## src/rtl/debug_pkg.sv

```systemverilog
// Shared debug-unit types: trace FSM state encoding and the probe-channel map
// exported by the core top level.
package debug_pkg;

  typedef enum logic [1:0] {
    DBG_IDLE,
    DBG_ARMED,
    DBG_CAPTURE,
    DBG_DONE
  } dbg_state_t;

  localparam int unsigned PROBE_OPCODE_F   = 0;
  localparam int unsigned PROBE_PC_F       = 1;
  localparam int unsigned PROBE_INSTR_F    = 2;
  localparam int unsigned PROBE_PC_D       = 3;
  localparam int unsigned PROBE_INSTR_D    = 4;
  localparam int unsigned PROBE_RS1_D      = 5;
  localparam int unsigned PROBE_RS2_D      = 6;
  localparam int unsigned PROBE_IMM_D      = 7;
  localparam int unsigned PROBE_PC_E       = 8;
  localparam int unsigned PROBE_ALU_A_E    = 9;
  localparam int unsigned PROBE_ALU_B_E    = 10;
  localparam int unsigned PROBE_ALU_RES_E  = 11;
  localparam int unsigned PROBE_BR_TGT_E   = 12;
  localparam int unsigned PROBE_ADDR_M     = 13;
  localparam int unsigned PROBE_WDATA_M    = 14;
  localparam int unsigned PROBE_RDATA_M    = 15;
  localparam int unsigned PROBE_CTRL_M     = 16;
  localparam int unsigned PROBE_RD_W       = 17;
  localparam int unsigned PROBE_WB_DATA    = 18;

endpackage

```

## src/rtl/trace_fifo.sv

```systemverilog
// Circular trace store: single write and read pointer, occupancy count, and a
// synchronous clear. Overflow is prevented by the controlling FSM.
module trace_fifo #(
  parameter int DATA_W = 32,
  parameter int DEPTH  = 16
) (
  input  logic                     clk,
  input  logic                     reset,
  input  logic                     clr,
  input  logic                     wr_en,
  input  logic                     rd_en,
  input  logic [DATA_W-1:0]        wr_data,
  output logic [DATA_W-1:0]        rd_data,
  output logic [$clog2(DEPTH):0]   count
);

  localparam int PW = $clog2(DEPTH);
  localparam int CW = PW + 1;

  logic [DATA_W-1:0] mem [DEPTH];
  logic [PW-1:0]     wr_ptr;
  logic [PW-1:0]     rd_ptr;
  logic              wr_ok;
  logic              rd_ok;

  assign wr_ok = wr_en && (count != CW'(DEPTH));
  assign rd_ok = rd_en && (count != '0);

  always_ff @(posedge clk or posedge reset) begin
    if (reset) begin
      wr_ptr <= '0;
      rd_ptr <= '0;
      count  <= '0;
    end else if (clr) begin
      wr_ptr <= '0;
      rd_ptr <= '0;
      count  <= '0;
    end else begin
      if (wr_ok) wr_ptr <= wr_ptr + 1'b1;
      if (rd_ok) rd_ptr <= rd_ptr + 1'b1;
      count <= count + CW'(wr_ok) - CW'(rd_ok);
    end
  end

  // Storage needs no reset: entries are only visible while count is non-zero.
  always_ff @(posedge clk) begin
    if (wr_ok && !clr) mem[wr_ptr] <= wr_data;
  end

  assign rd_data = (count == '0) ? '0 : mem[rd_ptr];

endmodule

```

## src/rtl/debug_trace_unit.sv

```systemverilog
// Debug observation unit: registered live probe mux plus a masked-compare
// triggered trace buffer that freezes DEPTH samples for host readout.
module debug_trace_unit
  import debug_pkg::*;
#(
  parameter int NUM_PROBES = 32,
  parameter int DATA_W     = 32,
  parameter int DEPTH      = 16,
  parameter int SEL_W      = $clog2(NUM_PROBES)
) (
  input  logic                         clk,
  input  logic                         reset,
  input  logic [NUM_PROBES*DATA_W-1:0] probe_bus,
  input  logic [SEL_W-1:0]             DebugSel,
  output logic [DATA_W-1:0]            DebugOutput,
  input  logic [SEL_W-1:0]             trig_sel,
  input  logic [DATA_W-1:0]            trig_value,
  input  logic [DATA_W-1:0]            trig_mask,
  input  logic                         arm,
  input  logic                         trace_rd,
  output logic [DATA_W-1:0]            trace_data,
  output logic [$clog2(DEPTH):0]       trace_count,
  output logic                         armed,
  output logic                         triggered,
  output logic                         done
);

  localparam int CW = $clog2(DEPTH) + 1;

  function automatic logic [DATA_W-1:0] probe_word(
    input logic [NUM_PROBES*DATA_W-1:0] bus,
    input logic [SEL_W-1:0]             sel
  );
    int unsigned idx;
    if (32'(sel) >= NUM_PROBES) return '0;
    idx = 32'(sel) * DATA_W;
    return bus[idx +: DATA_W];
  endfunction

  dbg_state_t        state;
  dbg_state_t        next_state;
  logic [DATA_W-1:0] live_word;
  logic [DATA_W-1:0] trig_word;
  logic              match;
  logic              fifo_wr;
  logic              fifo_rd;
  logic              fifo_clr;

  assign live_word = probe_word(probe_bus, DebugSel);
  assign trig_word = probe_word(probe_bus, trig_sel);
  assign match     = ((trig_word ^ trig_value) & trig_mask) == '0;

  always_ff @(posedge clk or posedge reset) begin
    if (reset) state <= DBG_IDLE;
    else       state <= next_state;
  end

  // arm takes priority over every other event, in every state.
  always_comb begin
    next_state = state;
    fifo_wr    = 1'b0;
    fifo_rd    = 1'b0;
    fifo_clr   = 1'b0;
    if (arm) begin
      fifo_clr   = 1'b1;
      next_state = DBG_ARMED;
    end else begin
      unique case (state)
        DBG_IDLE: ;
        DBG_ARMED: begin
          if (match) begin
            fifo_wr    = 1'b1;
            next_state = DBG_CAPTURE;
          end
        end
        DBG_CAPTURE: begin
          fifo_wr = 1'b1;
          if (trace_count == CW'(DEPTH - 1)) next_state = DBG_DONE;
        end
        DBG_DONE: begin
          fifo_rd = trace_rd && (trace_count != '0);
        end
        default: next_state = DBG_IDLE;
      endcase
    end
  end

  always_ff @(posedge clk or posedge reset) begin
    if (reset) begin
      triggered   <= 1'b0;
      DebugOutput <= '0;
    end else begin
      DebugOutput <= live_word;
      if (arm)                                triggered <= 1'b0;
      else if (state == DBG_ARMED && match)   triggered <= 1'b1;
    end
  end

  trace_fifo #(
    .DATA_W (DATA_W),
    .DEPTH  (DEPTH)
  ) u_trace_fifo (
    .clk     (clk),
    .reset   (reset),
    .clr     (fifo_clr),
    .wr_en   (fifo_wr),
    .rd_en   (fifo_rd),
    .wr_data (live_word),
    .rd_data (trace_data),
    .count   (trace_count)
  );

  assign armed = (state == DBG_ARMED);
  assign done  = (state == DBG_DONE);

endmodule

```

## config.mk

```make
export PLATFORM = sky130hd
export DESIGN_NAME = debug_trace_unit
export DESIGN_NICKNAME = d
export VERILOG_FILES = /design/src/rtl/debug_pkg.sv /design/src/rtl/trace_fifo.sv /design/src/rtl/debug_trace_unit.sv
export SDC_FILE = /design/constraint.sdc
export NUM_CORES = 1
export LEC_CHECK = 0
export BUFFER_PORTS_ARGS = -buffer_cell sky130_fd_sc_hd__buf_2
export CORE_AREA = 2 2 457 459
export DETAILED_ROUTE_END_ITERATION = 12
export DIE_AREA = 0 0 459 461
export PLACE_DENSITY = 0.39
export SYNTH_ARGS = -nofsm -noshare
export SYNTH_HDL_FRONTEND = slang
export SYNTH_SLANG_ARGS = --single-unit
```

## constraint.sdc

```tcl
create_clock -name clk -period 5.6 [get_ports clk]
set_input_delay 1.12 -clock clk [delete_from_list [all_inputs] [get_ports clk]]
set_output_delay 1.12 -clock clk [all_outputs]
set_load 0.05 [all_outputs]
```

# --- Yosys cells after proc, flatten, opt, wreduce, memory -nomap -nowiden ---
# Memory sizes are Yosys's and may differ from the RTL's.
# Index checks and enable logic that the tools add are counted.
totals:
  regBits: 48
  ram_bits: 512
  output_inout_bits: 72
  word_cells: 56
  n_memories: 1
op_classes:
  add_sub_neg: 4
  eq_ne: 7
  shift: 2
  mux: 20
  n_bitwise: 2
  reduce_logical: 14
memory_table:
  columns: ["name", "depth", "word_bits", "rd", "rd_ports_with_merged_regs", "wr", "line_no", "rtl"]
  rows:
  - ["u_trace_fifo.mem", 16, 32, 1, 0, 1, "trace_fifo.sv:20", "logic [DATA_W-1:0] mem [DEPTH];"]
ops:
  columns: ["op", "n"]
  rows:
  - ["variable part select 1024 x 11 -> 32 bit", 2]
  - ["bitwise AND 32 bit", 1]
  - ["logical NOT 32 bit", 1]
  - ["2-to-1 mux 32 bit", 1]
  - ["bitwise XOR 32 bit", 1]
  - ["2-to-1 mux 4 bit", 4]
  - ["2-to-1 mux 1 bit", 9]
  - ["adder 4 x 1 -> 4 bit (second input constant)", 2]
  - ["2-to-1 mux 2 bit", 3]
  - ["nonzero test 2 bit", 3]
  - ["adder 5 x 1 -> 5 bit", 1]
  - ["equality test 5 x 4 -> 1 bit (second input constant)", 1]
  - ["logical AND 1 bit", 5]
  - ["logical NOT 5 bit", 1]
  - ["2-to-1 mux 5 bit", 1]
  - ["inequality test 5 bit (second input constant)", 1]
  - ["nonzero test 5 bit", 1]
  - ["subtractor 5 x 1 -> 5 bit", 1]
  - ["equality test 2 bit (second input constant)", 2]
  - ["one-hot mux 2 bit (2 select lines)", 1]
  - ["inequality test 3 x 2 -> 1 bit (second input constant)", 1]
  - ["inequality test 3 bit (second input constant)", 1]
  - ["AND reduction 3 bit", 1]
  - ["nonzero test 3 bit", 1]
  - ["other kinds (3)", 3]

# --- Logic depth before layout (Yosys ltp) ---
depth:
  word_depth: 11
  mapped_depth: 24
  mapped_depth_nobuf: 16

# --- Modules after synthesis ---
# Synthesis repeated with hierarchy kept, for this count alone.
unflattened:
  cells_unflattened: 2343
  area_unflattened_um2: 38608.3
modules_own_cells:
  columns: ["module", "instances", "cells_per_inst", "area_per_inst_um2", "seq_area_each_um2"]
  rows:
  - ["trace_fifo", 1, 999, 20302.0, 15700.1]
  - ["debug_trace_unit", 1, 1344, 18306.3, 875.8]

# --- Worst setup path before layout ---
# Ideal clock, no wire load.
synth_path:
  kind: "input-to-reg"
  start: "input trig_sel[0]"
  end: "memory u_trace_fifo.mem[15][0], enable pin"
  setup_ns: 0.513
  arrival_ns: 7.441
  setup_slack_ns: -2.354
  path_stages: 14
  n_path_buf: 5
  path_cell_list: "buf_6 -> buf_8 -> buf_2 -> buf_2 -> mux4_2 -> a22oi_1 -> nand2_1 -> xor2_1 -> a31o_2 -> a2111oi_0 -> nand4_1 -> o31a_1 -> buf_6 -> nor4b_1"
synth_between:
  elab_chain_len: 11
synth_lines:
  columns: ["element", "line_no", "rtl"]
  rows:
  - ["from (decl)", "debug_trace_unit.sv:16", "input logic [SEL_W-1:0] trig_sel,"]
  - ["variable part select 1024 x 11 -> 32 bit", "debug_trace_unit.sv:37", "return bus[idx +: DATA_W];"]
  - ["bitwise XOR 32 bit", "debug_trace_unit.sv:51", "assign match = ((trig_word ^ trig_value) & trig_mask) == '0;"]
  - ["bitwise AND 32 bit", "debug_trace_unit.sv:51", null]
  - ["logical NOT 32 bit", "debug_trace_unit.sv:51", null]
  - ["2-to-1 mux 1 bit", "debug_trace_unit.sv:71", "if (match) begin"]
  - ["one-hot mux 1 bit (2 select lines)", "debug_trace_unit.sv:68", "unique case (state)"]
  - ["2-to-1 mux 1 bit", "debug_trace_unit.sv:64", "if (arm) begin"]
  - ["logical AND 1 bit", "trace_fifo.sv:26", "assign wr_ok = wr_en && (count != CW'(DEPTH));"]
  - ["logical AND 1 bit", "trace_fifo.sv:47", "if (wr_ok && !clr) mem[wr_ptr] <= wr_data;"]
  - ["2-to-1 mux 1 bit", "trace_fifo.sv:47", null]
  - ["2-to-1 mux 1 bit (implied by the code)", "trace_fifo.sv:47", null]
  - ["to (decl)", "trace_fifo.sv:20", null]
# No other way between the ends.

# --- Worst setup path after layout ---
layout_path:
  start: "input trig_sel[0]"
  end: "memory u_trace_fifo.mem[0][15], enable pin"
# Same word-level chain as after synthesis.

==> impl_metrics.yaml <==
die:
  coreArea_sq_um: 206400
  row_count: 167
  die_h_microns: 461
  ios: 1174
  initial_core_util_pct: 18.50
  die_x_microns: 459
  die_area_sq_um: 211600
power:
  peakVddDrop_v: 0.0002462
  powerDensity_nw_per_um2: 224.2
  total_power_w: 0.01170
  leakage_nw: 18.96
setup_path:
  startpoint_type: "primary input"
  path_class: "in -> reg"
  cpPeakStageDelay_ns: 0.65
  cpMostUsedCell: "buf_12"
  cp_slowest_cell: "a2111oi_0"
  critPathMaxFanout: 32
  cp_cell_sequence: "buf_8, buf_12, buf_12, mux4_2, nor2_1, nor4_1, nor4_1, buf_4, xnor2_1, and2_0, a2111oi_0, nand4b_1, o31a_1, nor2_2, buf_4, and3_1, buf_12"
  cp.required_ns: 5.90
  critPathArrivalTime_ns: 5.74
  end_kind: "flip-flop"
timing:
  finalCritPeriodShare_pct: 97.21
  fmax_mhz: 183.7
  final-hold-violation-count: 0
  clock_skew_ns: 0.01613
  tightestPinTransition_ns: 0.8908
  slew_viol_final: 0
  maxSlewHeadroom_pct: 39.99
  rsz0062_at_grt: "no"
  post-route-min-period_ns: 5.444
  setup_violations: 0
  tns_ns: 0
clock_network:
  cts.sinks: 560
  htreeDepth: 2
  insertion_delay_ns: 0.62
  cts_buffer_depth: 3
  cts.root.buffer_cell: "clkbuf_16"
  cts_tree: "done"
  numCtsBuffers: 54
  clkTransAtPathRegs_ns: 0.06
  hold_buffers: 0
placed_design:
  placed_cell_area_sq_um: 49650
  placed_cells: 6164
  gp_congestion: 0.9664
  dpl.hpwl_microns: 241000
  place.port_buffers: 1173
layout:
  area_growth_pct: 36.66
  stdcell_count: 6548
  fin_area_sq_um: 52180
  drive_gt1_share_pct: 63.27
  layout.nets: 4634
grt:
  grt_first_pass_wirelength_microns: 348600
  track_usage_pct: 25.63
  grt_overflow_total: 0
  antenna_found_initial: 366
  grt_max_degree: 80
  grt_pass1_vias: 32220
synth:
  synth_area_leaders: "edfxtp_1 (40%), mux4_2 (38%), mux2i_1 (5.5%)"
  synth_top_cell_area_share_pct: 40.26
  ys_warn_count: 0
  syn-mean-instance-area_sq_um: 17.20
  synth_top_area_cell: "edfxtp_1"
  synth_edf_count: 512
  synth_cells: 2220
  syn_nets: 3338
  ys_ff_latch: 560
  synthFlopType: "edfxtp_1"
  synth.distinct_cells: 63
  syn-cell-area_sq_um: 38180
  synth_most_common_cell: "mux4_2"
  synth_commonest_cells: "mux4_2 (641), edfxtp_1 (512), mux2i_1 (210)"
  synthArstFlopShare_pct: 8.571
  ys_seq_area_share_pct: 43.41
min_path:
  hold_class: "reg -> reg"
status:
  status: "completed"
detailed_routing:
  viasPerCell: 4.995
  via_count: 32710
  drt_iter0_drc: 3858
  drtPass1Iterations: 8
  wl_microns: 280500
  drc_errors: 0
  ant_nets: 0
  wl_per_cell_microns: 42.84
job:
  maxCapViolations: 0
-- state kept, by name (all words and copies together) (netlist names) --
| signal | count |
|---|---|
| u_trace_fifo.rd_ptr | 4 |
| state | 2 |
| DebugOutput | 32 |
| u_trace_fifo.mem | 512 |
| triggered | 1 |
| u_trace_fifo.count | 5 |
| u_trace_fifo.wr_ptr | 4 |
-- per-layer routing --
layer	global-route usage (%)	wire, microns	up-vias
met2	39.55	126700	1981
met4	15.35	18690	152
li1	-	-	12760
met5	0	981	-
met3	8.892	29340	640
met1	30.77	104800	17170
-- per-stage QoR --
step                      utilization, %  hold slack, ns  setup slack (ns)
final                              25.28          0.5007            0.1561
after global placement             24.05          0.4812           -0.7613
after global routing               25.13          0.5538           0.01148
after CTS                          24.93          0.5024            0.1220
after floorplan                        -          0.5390           0.01174
after detailed placement           24.05          0.4879           -0.7272
-- power breakdown --
group	total (W)	switching [W]	leakage (nW)	internal, W
registers	0.00477	0.0000103	5.19	0.00476
logic	0.00310	0.00179	12.9	0.00131
clock network	0.00383	0.00162	0.870	0.00221
-- what timing repair did --
action                     4_1_cts  5_1_grt
gates resized for setup          1        1
buffers inserted                 0        0
setup endpoints to repair      442      245
gates cloned                     0        0
-- worst max-delay path, delay by kind of cell --
family | cells | cell delay, ns
buf+inv | 6 | 1.24
compound gates | 2 | 1.05
mux | 1 | 0.57
simple gates | 7 | 1.57
xor+xnor | 1 | 0.06
-- layout make-up --
class	instances	area, sq um
timing repair buffer	1465	9010
clock buffer	78	1525
clock inverter	20	289.0
fill	21570	154300
inverter	17	66.31
antenna	286	715.7
multi-input combinational	1418	20610
sequential	560	16580
tap	2704	3383
-- cells by family (layout without fill, tap and decap cells) --
| group | Yosys count | in the layout | share of synthesized area (%) |
|---|---|---|---|
| other | 0 | 286 | 0 |
| buffers and inverters | 242 | 1580 | 2.815 |
| adders and majority gates | 16 | 16 | 0.5439 |
| DFF | 560 | 560 | 43.41 |
| AOI/OAI and AO/OA | 252 | 252 | 4.761 |
| muxes | 890 | 890 | 44.46 |
| and+or+nand+nor | 225 | 225 | 3.205 |
| xor gates and xnor gates | 35 | 35 | 0.8028 |
-- cells in the final DEF, fill, tap and decap left out, types with 8 or more instances in the layout --
cell type  count
buf_2       1163
mux4_2       641
edfxtp_1     512
diode_2      286
buf_4        226
mux2i_1      210
buf_12        71
a22oi_1       58
clkbuf_16     57
o21ai_0       54
nor2_1        51
a221oi_1      50
nor2b_1       46
dfrtp_1       45
mux2_2        39
nand2_1       22
nand3_1       20
and3_1        20
o22ai_1       19
clkbuf_1      19
xor2_1        18
xnor2_1       17
ha_1          15
inv_1         14
a21oi_1       13
or3_1         12
o2bb2ai_1      8
a21boi_0       8
a22o_1         8
-- worst paths after layout --
kind / start / depth (start not counted) / slack, ns / endpoint
worst max-delay path: trig_sel[0] / 17 / 0.16 / u_trace_fifo.mem[0][15]
worst max register to register: state[1] / 12 / 1.94 / u_trace_fifo.mem[0][15]
max in group asynchronous: reset / 3 / 4.27 / u_trace_fifo.rd_ptr[0]
worst min register to register: triggered / 2 / 0.50 / triggered
min in group asynchronous: reset / 3 / 0.71 / DebugOutput[25]
worst min-delay path: triggered / 2 / 0.50 / triggered
Note: power is estimated with default switching activity, not from simulation.
